<file path="config.mk">
export PLATFORM = sky130hd
export DESIGN_NAME = queue_ptr_counter_flat
export DESIGN_NICKNAME = d
export VERILOG_FILES = /design/src/rtl/queue_ptr_counter_if.sv /design/src/rtl/queue_ptr_counter.sv /design/src/flat_wrapper.sv
export SDC_FILE = /design/constraint.sdc
export NUM_CORES = 1
export LEC_CHECK = 0
export BUFFER_PORTS_ARGS = -buffer_cell sky130_fd_sc_hd__buf_2
export CORE_ASPECT_RATIO = 1.2
export CORE_UTILIZATION = 48
export CTS_CLUSTER_DIAMETER = 50
export DETAILED_ROUTE_END_ITERATION = 7
export HOLD_SLACK_MARGIN = 0.12
export MAX_ROUTING_LAYER = met4
export PLACE_DENSITY = 0.82
export SYNTH_ARGS = -nofsm -noshare
export SYNTH_HDL_FRONTEND = slang
export SYNTH_SLANG_ARGS = --single-unit
</file>
<file path="constraint.sdc">
create_clock -name clk -period 3.15 [get_ports clk]
set_clock_uncertainty 0.2 [all_clocks]
set_input_delay 0.315 -clock clk [delete_from_list [all_inputs] [get_ports clk]]
set_output_delay 0.315 -clock clk [all_outputs]
set_load 0.01 [all_outputs]
</file>
<file path="src/rtl/queue_ptr_counter_if.sv">
// Request/status bundle between a queue client and the pointer/occupancy counter.
interface queue_ptr_counter_if #(
  parameter int unsigned NUM_OF_BIT = 4
);

  // Requests from the client
  logic                  enable;
  logic                  clear;
  logic                  push;
  logic                  pop;

  // Addresses and status returned by the counter
  logic [NUM_OF_BIT-1:0] wr_ptr;
  logic [NUM_OF_BIT-1:0] rd_ptr;
  logic [NUM_OF_BIT:0]   count;
  logic                  full;
  logic                  empty;
  logic                  almost_full;
  logic                  almost_empty;
  logic                  push_ack;
  logic                  pop_ack;
  logic                  overflow;
  logic                  underflow;

  // Client side: issues requests, observes status
  modport master (
    output enable, clear, push, pop,
    input  wr_ptr, rd_ptr, count, full, empty, almost_full, almost_empty,
           push_ack, pop_ack, overflow, underflow
  );

  // Counter side: consumes requests, drives status
  modport slave (
    input  enable, clear, push, pop,
    output wr_ptr, rd_ptr, count, full, empty, almost_full, almost_empty,
           push_ack, pop_ack, overflow, underflow
  );

endinterface

</file>
<file path="src/rtl/queue_ptr_counter.sv">
// Write/read index counters with arbitrary-depth wrap, occupancy count,
// threshold flags and sticky overflow/underflow for circular-buffer queues.
// Every output comes straight from a register; flags are derived from the
// next-state count so they always agree with the count they accompany.
module queue_ptr_counter #(
  parameter int unsigned NUM_OF_BIT = 4,
  parameter int unsigned DEPTH      = 11,
  parameter int unsigned AF_TH      = DEPTH - 2,
  parameter int unsigned AE_TH      = 2
) (
  input  logic                clk,
  input  logic                reset,
  queue_ptr_counter_if.slave  bus
);

  localparam int unsigned PW = NUM_OF_BIT;
  localparam int unsigned CW = NUM_OF_BIT + 1;

  typedef struct packed {
    logic [PW-1:0] wr_ptr;
    logic [PW-1:0] rd_ptr;
    logic [CW-1:0] count;
    logic          full;
    logic          empty;
    logic          almost_full;
    logic          almost_empty;
    logic          push_ack;
    logic          pop_ack;
    logic          overflow;
    logic          underflow;
  } state_t;

  state_t cur;
  state_t nxt;
  logic   push_ok;
  logic   pop_ok;

  // Idle state shared by reset and clear: empty queue, no acks, no errors
  function automatic state_t idle_state();
    state_t s;
    s              = '0;
    s.empty        = 1'b1;
    s.almost_empty = 1'b1;
    return s;
  endfunction

  // Index advance with wrap at DEPTH-1 (depth need not be a power of two)
  function automatic logic [PW-1:0] advance(input logic [PW-1:0] p);
    return (p == PW'(DEPTH - 1)) ? '0 : p + PW'(1);
  endfunction

  // Next-state: hold when disabled, flush on clear, otherwise push/pop update
  always_comb begin
    nxt     = cur;
    push_ok = 1'b0;
    pop_ok  = 1'b0;
    if (bus.enable) begin
      if (bus.clear) begin
        nxt = idle_state();
      end else begin
        // A pop frees a slot in the same edge, so push-while-full is legal with pop
        pop_ok  = bus.pop & ~cur.empty;
        push_ok = bus.push & (~cur.full | pop_ok);

        if (push_ok) nxt.wr_ptr = advance(cur.wr_ptr);
        if (pop_ok)  nxt.rd_ptr = advance(cur.rd_ptr);

        unique case ({push_ok, pop_ok})
          2'b10:   nxt.count = cur.count + CW'(1);
          2'b01:   nxt.count = cur.count - CW'(1);
          default: nxt.count = cur.count;
        endcase

        nxt.push_ack  = push_ok;
        nxt.pop_ack   = pop_ok;
        nxt.overflow  = cur.overflow  | (bus.push & ~push_ok);
        nxt.underflow = cur.underflow | (bus.pop  & ~pop_ok);

        nxt.full         = (nxt.count == CW'(DEPTH));
        nxt.empty        = (nxt.count == '0);
        nxt.almost_full  = (nxt.count >= CW'(AF_TH));
        nxt.almost_empty = (nxt.count <= CW'(AE_TH));
      end
    end
  end

  // State register; reset overrides enable, clear and requests
  always_ff @(posedge clk) begin
    if (reset) begin
      cur <= idle_state();
    end else begin
      cur <= nxt;
    end
  end

  assign bus.wr_ptr       = cur.wr_ptr;
  assign bus.rd_ptr       = cur.rd_ptr;
  assign bus.count        = cur.count;
  assign bus.full         = cur.full;
  assign bus.empty        = cur.empty;
  assign bus.almost_full  = cur.almost_full;
  assign bus.almost_empty = cur.almost_empty;
  assign bus.push_ack     = cur.push_ack;
  assign bus.pop_ack      = cur.pop_ack;
  assign bus.overflow     = cur.overflow;
  assign bus.underflow    = cur.underflow;

endmodule

</file>
<file path="src/flat_wrapper.sv">
// flat-port wrapper written by rule: the top's interface ports become plain ports
module queue_ptr_counter_flat 
#(
  parameter int unsigned NUM_OF_BIT = 4,
  parameter int unsigned DEPTH      = 11,
  parameter int unsigned AF_TH      = DEPTH - 2,
  parameter int unsigned AE_TH      = 2
)
  (clk, reset, bus_enable, bus_clear, bus_push, bus_pop, bus_wr_ptr, bus_rd_ptr, bus_count, bus_full, bus_empty, bus_almost_full, bus_almost_empty, bus_push_ack, bus_pop_ack, bus_overflow, bus_underflow);
  queue_ptr_counter_if #(.NUM_OF_BIT(NUM_OF_BIT)) bus_i ();
  input  logic clk;
  input  logic reset;
  input wire logic [$bits(bus_i.enable)-1:0] bus_enable;
  input wire logic [$bits(bus_i.clear)-1:0] bus_clear;
  input wire logic [$bits(bus_i.push)-1:0] bus_push;
  input wire logic [$bits(bus_i.pop)-1:0] bus_pop;
  output wire logic [$bits(bus_i.wr_ptr)-1:0] bus_wr_ptr;
  output wire logic [$bits(bus_i.rd_ptr)-1:0] bus_rd_ptr;
  output wire logic [$bits(bus_i.count)-1:0] bus_count;
  output wire logic [$bits(bus_i.full)-1:0] bus_full;
  output wire logic [$bits(bus_i.empty)-1:0] bus_empty;
  output wire logic [$bits(bus_i.almost_full)-1:0] bus_almost_full;
  output wire logic [$bits(bus_i.almost_empty)-1:0] bus_almost_empty;
  output wire logic [$bits(bus_i.push_ack)-1:0] bus_push_ack;
  output wire logic [$bits(bus_i.pop_ack)-1:0] bus_pop_ack;
  output wire logic [$bits(bus_i.overflow)-1:0] bus_overflow;
  output wire logic [$bits(bus_i.underflow)-1:0] bus_underflow;
  assign bus_i.enable = bus_enable;
  assign bus_i.clear = bus_clear;
  assign bus_i.push = bus_push;
  assign bus_i.pop = bus_pop;
  assign bus_wr_ptr = bus_i.wr_ptr;
  assign bus_rd_ptr = bus_i.rd_ptr;
  assign bus_count = bus_i.count;
  assign bus_full = bus_i.full;
  assign bus_empty = bus_i.empty;
  assign bus_almost_full = bus_i.almost_full;
  assign bus_almost_empty = bus_i.almost_empty;
  assign bus_push_ack = bus_i.push_ack;
  assign bus_pop_ack = bus_i.pop_ack;
  assign bus_overflow = bus_i.overflow;
  assign bus_underflow = bus_i.underflow;
  queue_ptr_counter #(.NUM_OF_BIT(NUM_OF_BIT), .DEPTH(DEPTH), .AF_TH(AF_TH), .AE_TH(AE_TH)) u_core (.clk(clk), .reset(reset), .bus(bus_i));
endmodule
</file>
==> summary.md, run 1 <==
| Metric | Value |
|---|---|
| Pin count of the biggest net entering global routing | 19 |
| Most common cell after layout, fill and taps aside | buf_2 |
| Clock slew at reported path FFs | 110 ps |
| Num CTS Buffers | 3 |
| Overflow after GRT | 0 |
| Final Util | 59.46% |
| Drt first pass iters | 4 |
| Required @ worst endpoint | 3200 ps |
| Die area | 2897 um2 |
| Net Sw Frac | 27.75% |
| Register area share after synthesis | 32.62% |
| WL/cell | 13.67 um |
| All-Layer GR Usage | 23.74% |
| R2R Path End | u_core.bus.empty$_SDFFE_PP1P_ |
| Mapped cell area | 1289 um2 |
| Pre-CTS WS | -10.64 ps |
| Hold Path Depth | 3 |
| Setup total negative slack | 0 ps |
| Commonest cells after routing, fill and taps aside | 26 x buf_2, 24 x nor2_1, 20 x dfxtp_1 |
| Slew headroom | 64.26% |
| Internal power | 0.3547 mW |
| H-tree levels | 1 |
| Crit Path Max Fanout | 5 |
| Starting Density | 50.49% |
| Startpoint Class | register |
| Unique cell type count in the Yosys netlist | 44 |
| Worst-Margin Slew | 534.9 ps |
| Crit Reg-Reg Startpoint | u_core.bus.empty$_SDFFE_PP1P_ |
| Initial antenna violation count | 0 |
| Ys async rst share | 0% |
| Final Net Count | 205 |
| Post-synth EDFFs | 0 |
| Logic gate share of total power | 16.9% |
| # diodes | 0 |
| Hold Startpoint | bus_push |
| Run status | finished, final reports clean |
| Max clock buf depth | 2 |
| Area post-placement | 1460 um2 |
| Layout cells sized above 1 | 24.61% |
| Worst-skew pair later-pin latency | 300 ps |
| Yosys synthesis warning count | 0 |
| Clk sink count | 21 |
| Sequential power share | 56.6% |
| Vias | 1302 |
| Hold Path Class | input pin to register |
| RSZ-0062 raised after global routing | no |
| Clock share of power | 26.5% |
| Maxcap violations | 0 |
| Boundary pin count | 27 |
| Post-DP HPWL | 2.354 mm |
| CP Capture Type | register |
| Routed wire length | 3.062 mm |
| Drt via density | 5.813 |
| Syn_nets | 174 |
| First-pass GRT wire length | 5.181 mm |
| Port Buffers | 26 |
| Top_reg_cell synth | dfxtp_1 |
| IR drop worst, VDD | 0.2420 mV |
| Hold Path End | u_core.bus.overflow$_SDFFE_PP0P_ |
| Finished layout cell area | 1518 um2 |
| Sw power | 0.1362 mW |
| Vias in the first global route | 1210 |
| Final Worst Setup Slack | 167.8 ps |
| Routability congestion estimate | 0.9879 |
| Die X-Extent | 49.30 um |
| Core area | 2552 um2 |
| DRC | 0 |
| Final Hold Fails | 0 |
| Setup Crit Path Kind | register to register |
| Std-Cell Rows | 20 |
| Critical path arrival | 3030 ps |
| R2R Setup Slk | 170 ps |
| Initial drt markers | 21 |
| Synth Area per Inst | 8.005 um2 |
| Area delta synth->final | 17.77% |
| PwrDens | 323.5 nW/um2 |
| Root buffer cell | clkbuf_4 |
| Max-slew violation count | 0 |
| Max Fclk | 335.3 MHz |
| Final Cycle Share | 94.67% |
| Crit path time final | 2982 ps |
| Post-DRT Antenna Nets | 0 |
| CTS tree | yes |
| Cells on worst reg2reg path | 12 |
| Final setup violating endpoints | 0 |
| Syn Inst Count | 161 |
| Height of the chip | 58.76 um |
| Synth Register Bits | 21 |
| Static leakage | 0.6460 nW |
metal layers:
metal	global-route usage, %	part of all wire, %	vias up
met5	-	0	-
met4	10.92	2.0	0
met3	2.584	3.1	7
met2	42.27	51	31
met1	26.55	44	615
li1	-	-	649
registers in the layout (all words and copies together) (netlist names):
name / cells
u_core.bus.count: 5
u_core.bus.rd_ptr: 4
u_core.bus.wr_ptr: 4
u_core.bus.almost_empty: 1
u_core.bus.almost_full: 1
u_core.bus.empty: 1
u_core.bus.full: 1
u_core.bus.overflow: 1
u_core.bus.pop_ack: 1
u_core.bus.push_ack: 1
u_core.bus.underflow: 1
cell type report:
cell class / instances / area (um2)
flip-flops and latches: 21 / 421.7
well taps: 33 / 41.29
fillers: 251 / 1035
inverters: 9 / 33.78
multi-input cells: 124 / 809.5
repair buffers: 33 / 185.2
clock buffers: 4 / 26.28
power groups by stage:
stage	combinational [mW]	sequential [mW]	clock (mW)
2_1_floorplan	0.0511	0.285	0
3_3_place_gp	0.0770	0.283	0
3_5_place_dp	0.0786	0.283	0
4_1_cts	0.0801	0.277	0.133
5_1_grt	0.0919	0.279	0.143
6_report	0.0830	0.278	0.130
cell usage after synthesis, drive strengths merged (2+ instances only):
| library cell | count | area, um2 |
|---|---|---|
| nand2 | 6 | 22.52 |
| o21ai | 13 | 65.06 |
| o211ai | 2 | 15.01 |
| a31oi | 2 | 12.51 |
| clkbuf | 5 | 18.77 |
| nor4 | 2 | 12.51 |
| inv | 9 | 33.78 |
| a21boi | 2 | 15.01 |
| ha | 7 | 87.58 |
| or3b | 3 | 28.78 |
| nand2b | 3 | 18.77 |
| nand3 | 4 | 20.02 |
| a211o | 2 | 17.52 |
| a22oi | 3 | 22.52 |
| nor3 | 2 | 10.01 |
| or3 | 3 | 18.77 |
| a221o | 2 | 20.02 |
| nor2 | 24 | 90.09 |
| dfxtp | 21 | 420.4 |
| nor3b | 4 | 30.03 |
| a21oi | 17 | 85.08 |
| buf | 2 | 18.77 |
| nand3b | 3 | 22.52 |
| nor2b | 4 | 25.02 |
critical path: stages, from the launching register on:
cell and delay, ps:
dfxtp_2 350, nand2b_2 210, a21boi_2 150, inv_1 80
ha_1 210, xor2_1 150, ha_2 210, nor2b_1 140
o32ai_2 290, mux2i_1 140, buf_4 160, nor4_1 410
a221o_1 230
how the worst max path moves through the flow:
stage                                  start                             to  slack, ps  cells after the start
2_1_floorplan  u_core.bus.empty$_SDFFE_PP1P_   u_core.bus.full$_SDFFE_PP0P_         10                     12
3_3_place_gp                         bus_pop   u_core.bus.full$_SDFFE_PP0P_        140                     12
3_5_place_dp   u_core.bus.empty$_SDFFE_PP1P_   u_core.bus.full$_SDFFE_PP0P_        -10                     11
4_1_cts        u_core.bus.empty$_SDFFE_PP1P_   u_core.bus.full$_SDFFE_PP0P_         50                     11
5_1_grt        u_core.bus.empty$_SDFFE_PP1P_  u_core.bus.empty$_SDFFE_PP1P_          8                     12
6_report       u_core.bus.empty$_SDFFE_PP1P_  u_core.bus.empty$_SDFFE_PP1P_        170                     12
through the flow:
step	power, mW	hold WS [ps]	cells
finish	0.4910	124.7	224
global route	0.5138	149.4	224
CTS	0.4900	132.4	223
detailed placement	0.3619	254.2	218
global placement	0.3598	247.9	218
floorplan	0.3357	280.0	161
what timing repair did:
item	4_1_cts	5_1_grt
resized for setup	1	5
buffers inserted	0	1
gates cloned	0	0
endpoints found under the setup margin	1	3
hold endpoints to repair	1	0
pin swaps	0	4
hold buffers	1	0
cells by family (layout without fill, tap and decap cells):
logic type               Yosys count  count (layout)  synth area share [%]
AND/OR/NAND/NOR                   62              62                 25.54
AO/OA/AOI/OAI                     52              52                 27.38
flip-flops                        21              21                 32.62
buffers and inverters             16              46                 5.534
adder cells (fa/ha/maj)            7               7                 6.796
XOR/XNOR                           2               2                 1.359
multiplexers                       1               1                0.7767
No activity file was read; power rests on OpenSTA's default activity.
==> run 2: changes to the inputs <==
- CORE_UTILIZATION: 48 -> 50
- CTS_BUF_LIST: not set -> sky130_fd_sc_hd__clkbuf_2
- PLACE_DENSITY: 0.82 -> 0.85
==> run 2 against run 1 <==
  * Via count up 1.5%
  * Critical path type unchanged
  * Global-route usage up 2.1 points
  * Largest power group unchanged
  * Count of clock-buffer cells in the layout down 1
  * Final area down 0.33%
==> summary.md, run 2 (same netlist as run 1, synthesis figures left out) <==
| Metric | Value |
|---|---|
| Sw power | 0.1466 mW |
| Placed Cells | 217 |
| Worst-Margin Slew | 595.6 ps |
| Drt first pass iters | 4 |
| Final setup violating endpoints | 0 |
| Max-slew violation count | 0 |
| DRC | 0 |
| Pwr Total | 0.4810 mW |
| Startpoint Class | register |
| CTS tree | yes |
| Clock share of power | 24.5% |
| Logic gate share of total power | 17.5% |
| Required @ worst endpoint | 3200 ps |
| Clock slew at reported path FFs | 210 ps |
| Sequential power share | 58.0% |
| Non-filler instance count after layout | 223 |
| Starting Density | 54.76% |
| IR drop worst, VDD | 0.2606 mV |
| Worst-skew pair later-pin latency | 340 ps |
| Commonest cells after routing, fill and taps aside | 26 x buf_2, 24 x nor2_1, 20 x dfxtp_1 |
| Met2 wire length | 1.737 mm |
| Max clock buf depth | 2 |
| Overflow after GRT | 0 |
| Boundary pin count | 27 |
| Crit Path Max Fanout | 5 |
| Max reg flops | 5 |
| Final Net Count | 206 |
| CP Capture Type | register |
| Run status | finished, final reports clean |
| Met3 WL post-DR | 130 um |
| Std-Cell Rows | 19 |
| Post-DP HPWL | 2.403 mm |
| Core area | 2354 um2 |
| Post-DRT Antenna Nets | 0 |
| Root buffer cell | clkbuf_2 |
| M1 WL | 1.408 mm |
| Slew headroom | 60.05% |
| Maxcap violations | 0 |
| PwrDens | 318.0 nW/um2 |
| Internal power | 0.3344 mW |
| Net Sw Frac | 30.48% |
| All-Layer GR Usage | 25.83% |
| Vias | 1321 |
| Height of the chip | 57.62 um |
| Final Cycle Share | 94.77% |
| Hold Path Class | input pin to register |
| WL/cell | 15.12 um |
| Routability congestion estimate | 0.8950 |
| Die area | 2785 um2 |
| Setup total negative slack | 0 ps |
| # diodes | 0 |
| Initial antenna violation count | 0 |
| Clk sink count | 21 |
| H-tree levels | 1 |
| Fin Hold WS | 140.5 ps |
| Highest Signal Layer | met4 |
| Setup Crit Path Kind | register to register |
| Layout cells sized above 1 | 23.96% |
| Multi-input logic area | 803.3 um2 |
| Register area | 421.7 um2 |
| Static leakage | 0.6528 nW |
| Final Util | 64.27% |
| Routed wire length | 3.371 mm |
| Largest Register | u_core.bus.count |
| Vias in the first global route | 1229 |
| Most common cell after layout, fill and taps aside | buf_2 |
| Critical path arrival | 3040 ps |
| Pin count of the biggest net entering global routing | 19 |
| RSZ-0062 raised after global routing | no |
| Die X-Extent | 48.35 um |
| Initial drt markers | 28 |
| Filler instances | 222 |
| First-pass GRT wire length | 5.375 mm |
| Max Fclk | 335.0 MHz |
| Drt via density | 5.924 |
| Num CTS Buffers | 3 |
| Area delta synth->final | 17.38% |
| Crit path time final | 2985 ps |
| Final Hold Fails | 0 |
| Port Buffers | 26 |
## run 2: cell types whose count changed in the layout (fill, tap and decap cells not counted), sizes merged
cell         previous run  this run
clkbuf                  4         3
clkinv                  0         1
dlygate4sd3             1         2
## run 2: power groups by stage
| stage | Sequential, mW | Clock (mW) | Combinational [mW] |
|---|---|---|---|
| after floorplan | 0.285 | 0 | 0.0511 |
| after global placement | 0.283 | 0 | 0.0777 |
| after detailed placement | 0.283 | 0 | 0.0795 |
| after CTS | 0.278 | 0.120 | 0.0820 |
| after global routing | 0.280 | 0.128 | 0.0925 |
| final | 0.279 | 0.118 | 0.0841 |
## run 2: final cells by class
class	count	area share [%]
multi-input cells	124	53.10
flip-flops and latches	21	27.87
repair buffers	34	12.90
well taps	31	2.564
inverters	9	2.233
clock buffers	3	0.9926
clock inverters	1	0.3309
## run 2: worst max-delay path, stage by stage (launching register included)
cell and delay (ps):
dfxtp_2 380, nand2b_1 200, a21boi_2 170, inv_1 70
ha_1 200, xor2_1 150, ha_2 210, nor2b_1 140
o32ai_2 230, mux2i_1 120, or4_1 550, o41ai_2 270
## run 2: through the flow
| step | setup slack (ps) | instance area [um2] |
|---|---|---|
| floorplan | 12.51 | 1289 |
| CTS | 42.48 | 1505 |
| finish | 164.7 | 1513 |
| detailed placement | -0.03597 | 1465 |
| global route | 29.42 | 1513 |
| global placement | 152.1 | 1465 |
## run 2: path summary, 6_finish.rpt
path,startpoint,endpoint,slack (ps),depth (start not counted)
max,u_core.bus.empty$_SDFFE_PP1P_,u_core.bus.full$_SDFFE_PP0P_,160,11
min,reset,u_core.bus.wr_ptr[0]$_SDFFE_PP0P_,140,2
min reg2reg,u_core.bus.almost_full$_SDFFE_PP0P_,u_core.bus.almost_full$_SDFFE_PP0P_,310,2
max reg2reg,u_core.bus.empty$_SDFFE_PP1P_,u_core.bus.full$_SDFFE_PP0P_,160,11
## run 2: routing by layer
layer	GRT usage [%]	up-vias
met4	13.87	0
li1	-	648
met3	3.150	11
met5	-	-
met1	28.97	623
met2	45.07	39
## run 2: what timing repair did
item	4_1_cts	5_1_grt
pin swaps	0	1
buffers inserted	0	0
hold buffers	2	0
hold endpoints to repair	2	0
resized for setup	1	4
endpoints found under the setup margin	1	1
